$ cat config.mk
export PLATFORM = sky130hd
export DESIGN_NAME = crc_rx_sequencer
export DESIGN_NICKNAME = d
export VERILOG_FILES = /design/src/rtl/crc_rx_sequencer.sv
export SDC_FILE = /design/constraint.sdc
export NUM_CORES = 1
export LEC_CHECK = 0
export BUFFER_PORTS_ARGS = -buffer_cell sky130_fd_sc_hd__buf_2
export CELL_PAD_IN_SITES_DETAIL_PLACEMENT = 0
export CELL_PAD_IN_SITES_GLOBAL_PLACEMENT = 2
export CORE_ASPECT_RATIO = 0.6
export CORE_MARGIN = 2
export CORE_UTILIZATION = 34
export CTS_CLUSTER_SIZE = 40
export DETAILED_ROUTE_END_ITERATION = 8
export GPL_TIMING_DRIVEN = 0
export PLACE_DENSITY_LB_ADDON = 0.1
export SYNTH_ARGS = -nofsm -noshare
export SYNTH_HDL_FRONTEND = slang
export SYNTH_SLANG_ARGS = --single-unit
$ cat constraint.sdc
create_clock -name clock -period 2.1 [get_ports clock]
set_clock_uncertainty 0.2 [all_clocks]
set_input_delay 0.105 -clock clock [delete_from_list [all_inputs] [get_ports clock]]
set_output_delay 0.105 -clock clock [all_outputs]
set_load 0.02 [all_outputs]
$ cat src/rtl/crc_rx_sequencer.sv
// Receive-side CRC-15 sequencer: accumulates the frame CRC, captures the CRC field and checks the delimiter.
// Optional build macro CRC_ERR_COUNT_EN adds a saturating CRC-error counter output (crc_err_count).
module crc_rx_sequencer (
    input  logic        clock,
    input  logic        reset_n,
    input  logic        enable,
    input  logic        rx_bit_valid,
    input  logic        rx_bit,
    input  logic        frame_start,
    input  logic        crc_field_start,
    input  logic        frame_abort,
    output logic        busy,
    output logic [14:0] calculated_crc,
    output logic [14:0] received_crc,
    output logic        crc_done,
    output logic        crc_error,
    output logic        delim_error,
    output logic        ack_req,
`ifdef CRC_ERR_COUNT_EN
    output logic [7:0]  crc_err_count,
`endif
    output logic [1:0]  state_dbg
);

    typedef enum logic [1:0] {
        IDLE  = 2'd0,
        CALC  = 2'd1,
        RECV  = 2'd2,
        DELIM = 2'd3
    } state_t;

    state_t      state;
    state_t      state_nxt;
    logic [3:0]  bit_cnt;
    logic        do_clear;
    logic        do_start;
    logic        do_calc;
    logic        do_freeze;
    logic        do_recv;
    logic        do_eval;
    logic        crc_mismatch;

    function automatic logic [14:0] crc_step(input logic [14:0] crc, input logic b);
        crc_step = {crc[13:0], 1'b0} ^ ((b ^ crc[14]) ? 15'h4599 : 15'h0000);
    endfunction

    assign busy         = (state != IDLE);
    assign state_dbg    = state;
    assign crc_mismatch = (calculated_crc != received_crc);

    always_ff @(posedge clock or negedge reset_n) begin
        if (!reset_n) begin
            state <= IDLE;
        end else begin
            state <= state_nxt;
        end
    end

    // Priority: enable low, then abort, then a qualified SOF, then per-state bit handling.
    always_comb begin
        state_nxt = state;
        do_clear  = 1'b0;
        do_start  = 1'b0;
        do_calc   = 1'b0;
        do_freeze = 1'b0;
        do_recv   = 1'b0;
        do_eval   = 1'b0;
        if (!enable || frame_abort) begin
            state_nxt = IDLE;
            do_clear  = 1'b1;
        end else if (frame_start && rx_bit_valid) begin
            state_nxt = CALC;
            do_start  = 1'b1;
        end else if (rx_bit_valid) begin
            case (state)
                CALC: begin
                    if (crc_field_start) begin
                        state_nxt = RECV;
                        do_freeze = 1'b1;
                    end else begin
                        do_calc = 1'b1;
                    end
                end
                RECV: begin
                    do_recv = 1'b1;
                    if (bit_cnt == 4'd14) begin
                        state_nxt = DELIM;
                    end
                end
                DELIM: begin
                    do_eval   = 1'b1;
                    state_nxt = IDLE;
                end
                default: begin
                    state_nxt = state;
                end
            endcase
        end
    end

    always_ff @(posedge clock or negedge reset_n) begin
        if (!reset_n) begin
            calculated_crc <= 15'h0000;
            received_crc   <= 15'h0000;
            bit_cnt        <= 4'd0;
            crc_done       <= 1'b0;
            crc_error      <= 1'b0;
            delim_error    <= 1'b0;
            ack_req        <= 1'b0;
        end else begin
            crc_done <= 1'b0;
            ack_req  <= 1'b0;
            if (do_clear) begin
                crc_error   <= 1'b0;
                delim_error <= 1'b0;
                bit_cnt     <= 4'd0;
            end
            // The SOF bit itself is part of the protected sequence, so it is folded in from a zero seed.
            if (do_start) begin
                calculated_crc <= crc_step(15'h0000, rx_bit);
                received_crc   <= 15'h0000;
                crc_error      <= 1'b0;
                delim_error    <= 1'b0;
                bit_cnt        <= 4'd0;
            end
            if (do_calc) begin
                calculated_crc <= crc_step(calculated_crc, rx_bit);
            end
            if (do_freeze) begin
                received_crc <= {received_crc[13:0], rx_bit};
                bit_cnt      <= 4'd1;
            end
            if (do_recv) begin
                received_crc <= {received_crc[13:0], rx_bit};
                bit_cnt      <= bit_cnt + 4'd1;
            end
            if (do_eval) begin
                crc_done    <= 1'b1;
                crc_error   <= crc_mismatch;
                delim_error <= ~rx_bit;
                ack_req     <= ~crc_mismatch & rx_bit;
                bit_cnt     <= 4'd0;
            end
        end
    end

`ifdef CRC_ERR_COUNT_EN
    always_ff @(posedge clock or negedge reset_n) begin
        if (!reset_n) begin
            crc_err_count <= 8'd0;
        end else if (do_eval && crc_mismatch && (crc_err_count != 8'd255)) begin
            crc_err_count <= crc_err_count + 8'd1;
        end
    end
`endif

endmodule

==> results of run 1 <==
[metal layers]
layer	GRT usage	wire (µm)	vias to the layer above
met1	0.272	2710	814
met2	0.196	2080	37
li1	-	-	779
met4	0.0345	19	0
met3	0.0344	256	2
met5	0	0	-
[stage by stage]
stage	util	setup slack (ns)	instance area (µm²)
2_1_floorplan	-	0.210	2010
4_1_cts	0.440	0.110	2490
3_5_place_dp	0.413	0.125	2330
5_1_grt	0.443	0.0172	2500
6_report	0.443	0.128	2500
3_3_place_gp	0.413	0.162	2330
[final cells by class]
cell class,count,area [µm²],area share
buffer,10,71.3,0.0285
inverter,5,18.8,0.00750
clock buffer,7,86.3,0.0345
tap,80,100,0.0400
multi-input combinational,126,921,0.368
sequential,40,1000,0.400
clock inverter,1,7.51,0.00300
timing repair buffer,52,295,0.118
[tightest hold or removal path: stages]
cell     delay (ns)
buf_2          0.16
a31oi_1        0.10
nor2_1         0.10
[worst min path at each step]
| stage | start | endpoint | slack (ns) | depth (start not counted) |
|---|---|---|---|---|
| floorplan | reset_n | ack_req | -0.39 | 0 |
| global placement | reset_n | calculated_crc[10] | 0.07 | 1 |
| detailed placement | reset_n | calculated_crc[8] | 0.09 | 1 |
| CTS | crc_field_start | state_dbg[1] | 0.007 | 3 |
| global route | crc_field_start | state_dbg[1] | 0.04 | 3 |
| finish | crc_field_start | state_dbg[1] | 0.03 | 3 |
[registers in the layout (all words and copies together), names as in the netlist]
| signal | cells |
|---|---|
| received_crc | 15 |
| bit_cnt | 4 |
| crc_error | 1 |
| calculated_crc | 15 |
| delim_error | 1 |
| ack_req | 1 |
| state_dbg | 2 |
| crc_done | 1 |
[cell usage after synthesis, drive strengths merged, types with 3 or more instances]
cell type	instances	area, µm²
xnor2	20	175
a211oi	3	27.5
nand2	11	41.3
o21ai	15	75.1
nand4	4	25.0
a22o	24	210
nand3	11	55.1
buf	10	71.3
inv	5	18.8
dfrtp	40	1000
xor2	6	52.6
a21o	3	22.5
and2	3	21.3
[timing repair]
action / CTS / global route
endpoints found under the hold margin: 46 / 0
setup endpoints to repair: 0 / 6
gates resized for setup: 0 / 0
hold buffers: 6 / 0
setup buffers: 0 / 2
[kinds of logic (layout without fill, tap and decap cells)]
group,count (synthesis),in the layout
fa+ha+maj,2,2
buf+inv,15,75
flops,40,40
xor+xnor,26,26
simple gates,45,45
compound gates,53,53
[power breakdown]
group / leakage (nW) / internal [W] / switching [W]
combinational: 0.657 / 0.0000999 / 0.000147
clock: 0.0445 / 0.000267 / 0.000266
sequential: 0.550 / 0.000796 / 0.0000442
[cells in the final DEF (no fill, tap or decap), types with 6 or more instances in the layout]
cell           Yosys  layout
nand2_1           11      11
clkbuf_8           0       6
dlygate4sd3_1      0       6
dfrtp_1           40      40
a22o_1            24      24
o21ai_1            8       8
xnor2_1           20      20
xor2_1             6       6
buf_2              6      50
o21ai_0            7       7
nand3_1           11      11
==> flow_summary.yaml, run 1 <==
critical_path:
  reg2reg_depth: 8
  rr_endpoint: "calculated_crc[7]"
  crit_arrival_ns: 1.94
  path_depth: 8
  cp.required_ns: 2.07
  setup.worst_path.start: "frame_start"
  startpoint_type: "input port"
  critPathSlowestCell: "dlygate4sd3_1"
  slowest_delay_ns: 0.53
  cp_max_fo: 10
  crit_family: "buffers and inverters"
  path_class: "in2reg"
  path_cells: "dlygate4sd3_1, buf_2, nor4bb_4, buf_4, and2_4, buf_8, a211oi_2, a211o_1"
  cp-end-kind: "flip-flop"
  reg2reg_from: "state_dbg[0]"
  r2r_slack_ns: 0.14
  path_buf_inv: 4
  critPathCapture: "calculated_crc[14]"
global_routing:
  grt_max_degree: 41
  overflow: 0
  grt_use_total: 0.160
  grt_pass1_wl_um: 7870
  grt_pass1_vias: 1453
  antenna_found_initial: 0
die:
  dieArea_um2: 6570
  dieWidth_um: 103
  core_area_um2: 5650
  fp-row-count: 21
  dieHeight_um: 63.6
  initial_utilization: 0.356
  io_pins: 45
layout:
  fill_cells: 554
  diodes: 0
  drive_gt1_frac: 0.290
  area_growth_pct: 24.3
  instances_no_fill: 321
  fin_nets: 250
placed_design:
  place_congestion: 0.856
  io_buffers: 44
  hpwl_um: 3780
  place_inst: 305
route:
  routed_via_density: 5.08
  wl_um: 5070
  vias: 1632
  drc_errors: 0
  drt_iter0_drc: 86
  ant_nets: 0
  avgRoutedWirePerCell_um: 15.8
  drtPass1Iterations: 4
clocking:
  clkTransAtPathRegs_ns: 0.07
  cts_buffer_depth: 2
  cts_sinks: 40
  cts_made_buffers: 5
  cts_root_buffer: "clkbuf_8"
  h-tree-depth: 2
  clk-insertion-delay-late_ns: 0.29
  cts_tree: "yes"
status:
  outcome: "finished clean"
power:
  total_power_w: 0.00162
  power_density_nw_per_um2: 648
  peakVddDrop_mv: 0.218
  leakage_nw: 1.25
timing:
  hold_violations: 0
  finalMaxSlewViolations: 0
  finalCritPeriodShare: 0.939
  fin_crit_ns: 1.97
  worst_pin_slew_ns: 0.895
  worst_hold_slack_ns: 0.0305
  max_clock_freq_mhz: 507
  finalSetupTns_ns: 0
  setup_viol: 0
  max_slew_margin: 0.403
  rsz0062_at_grt: "no"
run:
  drv_cap: 0
synth:
  yosys.area_share.adder: 0.0124
  ys_warn_count: 0
  yosys_most_used_dff: "dfrtp_1"
  synth_simple_gate_area_frac: 0.137
  synth_top_family_by_area: "compound AO/OA/AOI/OAI gates"
  synth_compound_area_frac: 0.195
  avgSynthCellArea_um2: 11.1
  synth_area_um2: 2010
  ys_seq_area_frac: 0.498
  yosys.area_share.xor_xnor: 0.113
  syn-instance-count: 181
  synth.area.mux_share: 0
  synth_cell_types: 40
  yosys_register_bits: 40
  async_reset_ff_frac: 1.00
  synth_fp_nets: 191
  synth_edf_count: 0
hold_path:
  hold_path.class: "in2reg"
Note: power is estimated with default switching activity, not from simulation.
==> inputs of run 2 (changes only) <==
--- a/config.mk
+++ b/config.mk
@@ -11,10 +11,12 @@
 export CORE_ASPECT_RATIO = 0.6
 export CORE_MARGIN = 2
 export CORE_UTILIZATION = 34
+export CTS_BUF_LIST = sky130_fd_sc_hd__clkbuf_16
 export CTS_CLUSTER_SIZE = 40
 export DETAILED_ROUTE_END_ITERATION = 8
 export GPL_TIMING_DRIVEN = 0
 export PLACE_DENSITY_LB_ADDON = 0.1
+export SKIP_CTS_REPAIR_TIMING = 1
 export SYNTH_ARGS = -nofsm -noshare
 export SYNTH_HDL_FRONTEND = slang
 export SYNTH_SLANG_ARGS = --single-unit
==> run 2 against run 1 <==
The flow now finishes with violations (negative hold slack). Routed wire length is 0.30% higher. Count of clock-buffer cells in the layout is 2 lower. Register-to-register slack hardly changed. Sequential power hardly changed. Clock power is 37% higher. Via count is 0.43% lower.
==> flow_summary.yaml, run 2 (same netlist as run 1, synthesis figures left out) <==
status:
  outcome: "finished, violations left"
  violations: "negative hold slack"
clocking:
  clk-insertion-delay-late_ns: 0.28
  clkTransAtPathRegs_ns: 0.06
  cts_tree: "yes"
  cts_sinks: 40
  cts_buffer_depth: 2
  cts_root_buffer: "clkbuf_16"
  h-tree-depth: 2
  cts_made_buffers: 5
critical_path:
  crit_arrival_ns: 1.94
  slowest_delay_ns: 0.53
  crit_family: "buffers and inverters"
  cp.required_ns: 2.06
  path_class: "in2reg"
  cp_max_fo: 10
  critPathSlowestCell: "dlygate4sd3_1"
  startpoint_type: "input port"
  path_buf_inv: 4
  cp-end-kind: "flip-flop"
  path_cells: "dlygate4sd3_1, buf_2, nor4bb_4, buf_4, and2_4, buf_8, a211oi_2, a211o_1"
layout:
  fin_nets: 248
  final_common_cell: "buf_2"
  postLayoutCellArea_um2: 2530
  layout_common_cells: "buf_2 (50), dfrtp_1 (40), a22o_1 (24), xnor2_1 (20)"
  top_regs: "calculated_crc x15, received_crc x15, bit_cnt x4"
  diodes: 0
  drive_gt1_frac: 0.289
  area_growth_pct: 25.6
route:
  drtPass1Iterations: 4
  drt_iter0_drc: 70
  ant_nets: 0
  vias: 1625
  avgRoutedWirePerCell_um: 15.9
  drc_errors: 0
  routed_via_density: 5.09
  wl_um: 5080
timing:
  worst_pin_slew_ns: 0.890
  rsz0062_at_grt: "no"
  max_clock_freq_mhz: 504
  finalSetupTns_ns: 0
  finalCritPeriodShare: 0.944
  finalMaxSlewViolations: 0
  fin_crit_ns: 1.98
  setup_viol: 0
  max_slew_margin: 0.406
  hold_violations: 1
  worst_hold_slack_ns: -0.00661
global_routing:
  grt_pass1_wl_um: 7850
  met1_usage: 0.267
  grt_use_total: 0.161
  gr-max-usage-layer: "met1"
  grt_max_degree: 41
  overflow: 0
  grt_pass1_vias: 1450
  antenna_found_initial: 0
  grtUsageMet2: 0.200
  grt_use_met3: 0.0344
power:
  sequentialPowerShare: 0.463
  peakVddDrop_mv: 0.285
  clkPwrFrac: 0.403
  p_comb_frac: 0.134
  power_density_nw_per_um2: 719
  p_switching_w: 0.000490
  intPower_w: 0.00133
  p_sw_frac: 0.270
  leakage_nw: 1.27
die:
  fp-row-count: 21
  dieArea_um2: 6570
  dieWidth_um: 103
  core_area_um2: 5650
  dieHeight_um: 63.6
  io_pins: 45
  initial_utilization: 0.356
hold_path:
  hold_path.class: "in2reg"
run:
  drv_cap: 0
placed_design:
  place_congestion: 0.856
  hpwl_um: 3780
  io_buffers: 44
  postPlaceCellArea_um2: 2330
[run 2: worst register-to-register path, delay by kind of cell, from the launching register on]
family,cells,cell delay (ns)
buffers and inverters,4,0.81
flip-flops,1,0.41
AO/OA/AOI/OAI,2,0.25
AND/OR/NAND/NOR,2,0.21
[run 2: power groups by stage]
stage / Clock (W) / Sequential, W / Combinational, W
2_1_floorplan: 0 / 0.000872 / 0.000121
3_3_place_gp: 0 / 0.000853 / 0.000237
3_5_place_dp: 0 / 0.000855 / 0.000240
4_1_cts: 0.000744 / 0.000841 / 0.000240
5_1_grt: 0.000785 / 0.000843 / 0.000267
6_report: 0.000731 / 0.000841 / 0.000244
[run 2: per-stage QoR]
step / util / worst slack, ns / total power, W / cells / hold slack (ns)
floorplan: - / 0.210 / 0.000994 / 181 / -0.391
global placement: 0.413 / 0.162 / 0.00109 / 305 / 0.0749
detailed placement: 0.413 / 0.125 / 0.00110 / 305 / 0.0883
CTS: 0.438 / 0.112 / 0.00183 / 313 / -0.208
global route: 0.447 / 0.0215 / 0.00190 / 319 / 0.0197
finish: 0.447 / 0.117 / 0.00182 / 319 / -0.00661
[run 2: path summary, 6_finish.rpt]
path                       depth (start not counted)          from  slack [ns]                 end
max                                                8   frame_start        0.12  calculated_crc[14]
min                                                4  rx_bit_valid      -0.007        state_dbg[1]
max reg2reg                                        8  state_dbg[0]        0.15   calculated_crc[7]
min reg2reg                                        2   delim_error        0.30         delim_error
max in group asynchronous                          2       reset_n        0.85         delim_error
min in group asynchronous                          2       reset_n        0.29   calculated_crc[4]
[run 2: final cells by class]
type	instances	area, µm²
inverters	5	18.8
clock inverters	3	15.0
well taps	80	100
flip-flops and latches	40	1000
repair buffers	50	275
plain buffers	10	71.3
multi-input cells	126	921
fillers	550	3120
clock buffers	5	125
[run 2: layer usage]
layer / share of wire / routed length (µm)
met4: 0.0087 / 44
met5: 0 / 0
met1: 0.55 / 2770
met2: 0.41 / 2080
met3: 0.036 / 182
==> inputs of run 3 (changes only) <==
--- a/config.mk
+++ b/config.mk
@@ -9,12 +9,13 @@
 export CELL_PAD_IN_SITES_DETAIL_PLACEMENT = 0
 export CELL_PAD_IN_SITES_GLOBAL_PLACEMENT = 2
 export CORE_ASPECT_RATIO = 0.6
-export CORE_MARGIN = 2
+export CORE_MARGIN = 8
 export CORE_UTILIZATION = 34
 export CTS_BUF_LIST = sky130_fd_sc_hd__clkbuf_16
 export CTS_CLUSTER_SIZE = 40
 export DETAILED_ROUTE_END_ITERATION = 8
 export GPL_TIMING_DRIVEN = 0
+export HOLD_SLACK_MARGIN = 0.05
 export PLACE_DENSITY_LB_ADDON = 0.1
 export SKIP_CTS_REPAIR_TIMING = 1
 export SYNTH_ARGS = -nofsm -noshare
==> run 3 against run 2 <==
The run now ends clean. Core utilization is 0.35 points higher. Die area up 33%. Largest cell class unchanged. Largest power group unchanged. Non-clock buffer count grew 2. Critical path type unchanged.
==> flow_summary.yaml, run 3 (same netlist as run 1, synthesis figures left out) <==
status:
  outcome: "finished clean"
layout:
  top_regs: "calculated_crc x15, received_crc x15, bit_cnt x4"
  final_common_cell: "buf_2"
  final_util: 0.451
  fin_nets: 250
  area_growth_pct: 26.6
  postLayoutCellArea_um2: 2550
  drive_gt1_frac: 0.286
  layout_common_cells: "buf_2 (50), dfrtp_1 (40), a22o_1 (24), xnor2_1 (20)"
  diodes: 0
timing:
  worst_pin_slew_ns: 0.895
  max_slew_margin: 0.403
  layout_setup_ws_ns: 0.131
  finalCritPeriodShare: 0.937
  hold_violations: 0
  rsz0062_at_grt: "no"
  setup_viol: 0
  finalMaxSlewViolations: 0
  finalSetupTns_ns: 0
  max_clock_freq_mhz: 508
  fin_crit_ns: 1.97
clocking:
  cts_sinks: 40
  cts_root_buffer: "clkbuf_16"
  cts_made_buffers: 5
  cts_buffer_depth: 2
  h-tree-depth: 2
  clk-insertion-delay-late_ns: 0.28
  clkTransAtPathRegs_ns: 0.06
  cts_tree: "yes"
placed_design:
  postPlaceCellArea_um2: 2330
  hpwl_um: 3990
  place_congestion: 0.813
  io_buffers: 44
  pre_cts_ws_ns: 0.147
global_routing:
  overflow: 0
  gr-max-usage-layer: "met1"
  grt_use_met3: 0.0324
  grt_max_degree: 41
  grt_use_total: 0.126
  grt_pass1_wl_um: 8430
  met1_usage: 0.183
  grt_pass1_vias: 1550
  grtUsageMet2: 0.177
  antenna_found_initial: 0
critical_path:
  cp_max_fo: 10
  rr_endpoint: "received_crc[11]"
  slowest_delay_ns: 0.55
  path_buf_inv: 4
  cp.required_ns: 2.06
  startpoint_type: "input port"
  critPathSlowestCell: "dlygate4sd3_1"
  reg2reg_depth: 5
  crit_family: "buffers and inverters"
  reg2reg_from: "state_dbg[0]"
  path_class: "in2reg"
  path_cells: "dlygate4sd3_1, buf_2, nor4bb_4, buf_4, and2_4, buf_8, a211oi_2, a211o_1"
  crit_arrival_ns: 1.93
  r2r_slack_ns: 0.26
  cp-end-kind: "flip-flop"
power:
  intPower_w: 0.00133
  power_density_nw_per_um2: 713
  leakage_nw: 1.27
  clkPwrFrac: 0.399
  p_sw_frac: 0.269
  peakVddDrop_mv: 0.302
  sequentialPowerShare: 0.464
  p_comb_frac: 0.137
  p_switching_w: 0.000488
hold_path:
  hp-start: "frame_abort"
  hold_depth: 3
  hold_path.class: "in2reg"
  hold_end: "state_dbg[0]"
route:
  vias: 1636
  wl_um: 5480
  ant_nets: 0
  routed_via_density: 5.10
  avgRoutedWirePerCell_um: 17.1
  drt_iter0_drc: 95
  drc_errors: 0
  drtPass1Iterations: 4
die:
  core_area_um2: 5650
  io_pins: 45
  initial_utilization: 0.356
  fp-row-count: 21
  dieHeight_um: 75.6
  dieArea_um2: 8720
  dieWidth_um: 115
run:
  drv_cap: 0
==> run 3: changes by cell type in the layout (fill, tap and decap cells not counted), sizes merged <==
| cell | change |
|---|---|
| dlygate4sd3 | +2 |
==> run 3: final cells by class <==
class / count / area, µm²
plain buffers: 10 / 71.3
clock buffers: 5 / 125
clock inverters: 3 / 15.0
fillers: 553 / 3100
inverters: 5 / 18.8
multi-input cells: 126 / 921
flip-flops and latches: 40 / 1000
well taps: 80 / 100
repair buffers: 52 / 295
==> run 3: worst max path at each step <==
stage | startpoint | end | slack [ns] | cells past startpoint
global route | enable | calculated_crc[14] | 0.03 | 8
floorplan | state_dbg[1] | calculated_crc[14] | 0.21 | 6
CTS | state_dbg[1] | calculated_crc[14] | 0.14 | 6
global placement | state_dbg[1] | calculated_crc[14] | 0.16 | 6
detailed placement | state_dbg[1] | calculated_crc[14] | 0.15 | 6
finish | enable | calculated_crc[14] | 0.13 | 8
==> run 3: power groups by stage <==
stage	registers [W]	clock network [W]	logic, W
global route	0.000844	0.000782	0.000271
CTS	0.000840	0.000740	0.000243
floorplan	0.000872	0	0.000121
global placement	0.000853	0	0.000238
finish	0.000842	0.000725	0.000249
detailed placement	0.000854	0	0.000242
==> run 3: stage by stage <==
stage                     instances  hold WS [ns]  power [W]
after global placement          305        0.0746    0.00109
after floorplan                 181        -0.391   0.000994
final                           321        0.0195    0.00182
after detailed placement        305        0.0809    0.00110
after CTS                       313        -0.209    0.00182
after global routing            321        0.0653    0.00190
==> run 3: routing by layer <==
metal,up-vias,wire length (µm)
met5,-,0
met1,819,2800
met2,38,2330
met4,0,50
li1,774,-
met3,5,295
==> run 3: tightest hold or removal path, delay by kind of cell <==
family,cells,cell delay [ns]
buffers and inverters,1,0.12
AOI/OAI and AO/OA,1,0.06
and+or+nand+nor,1,0.17
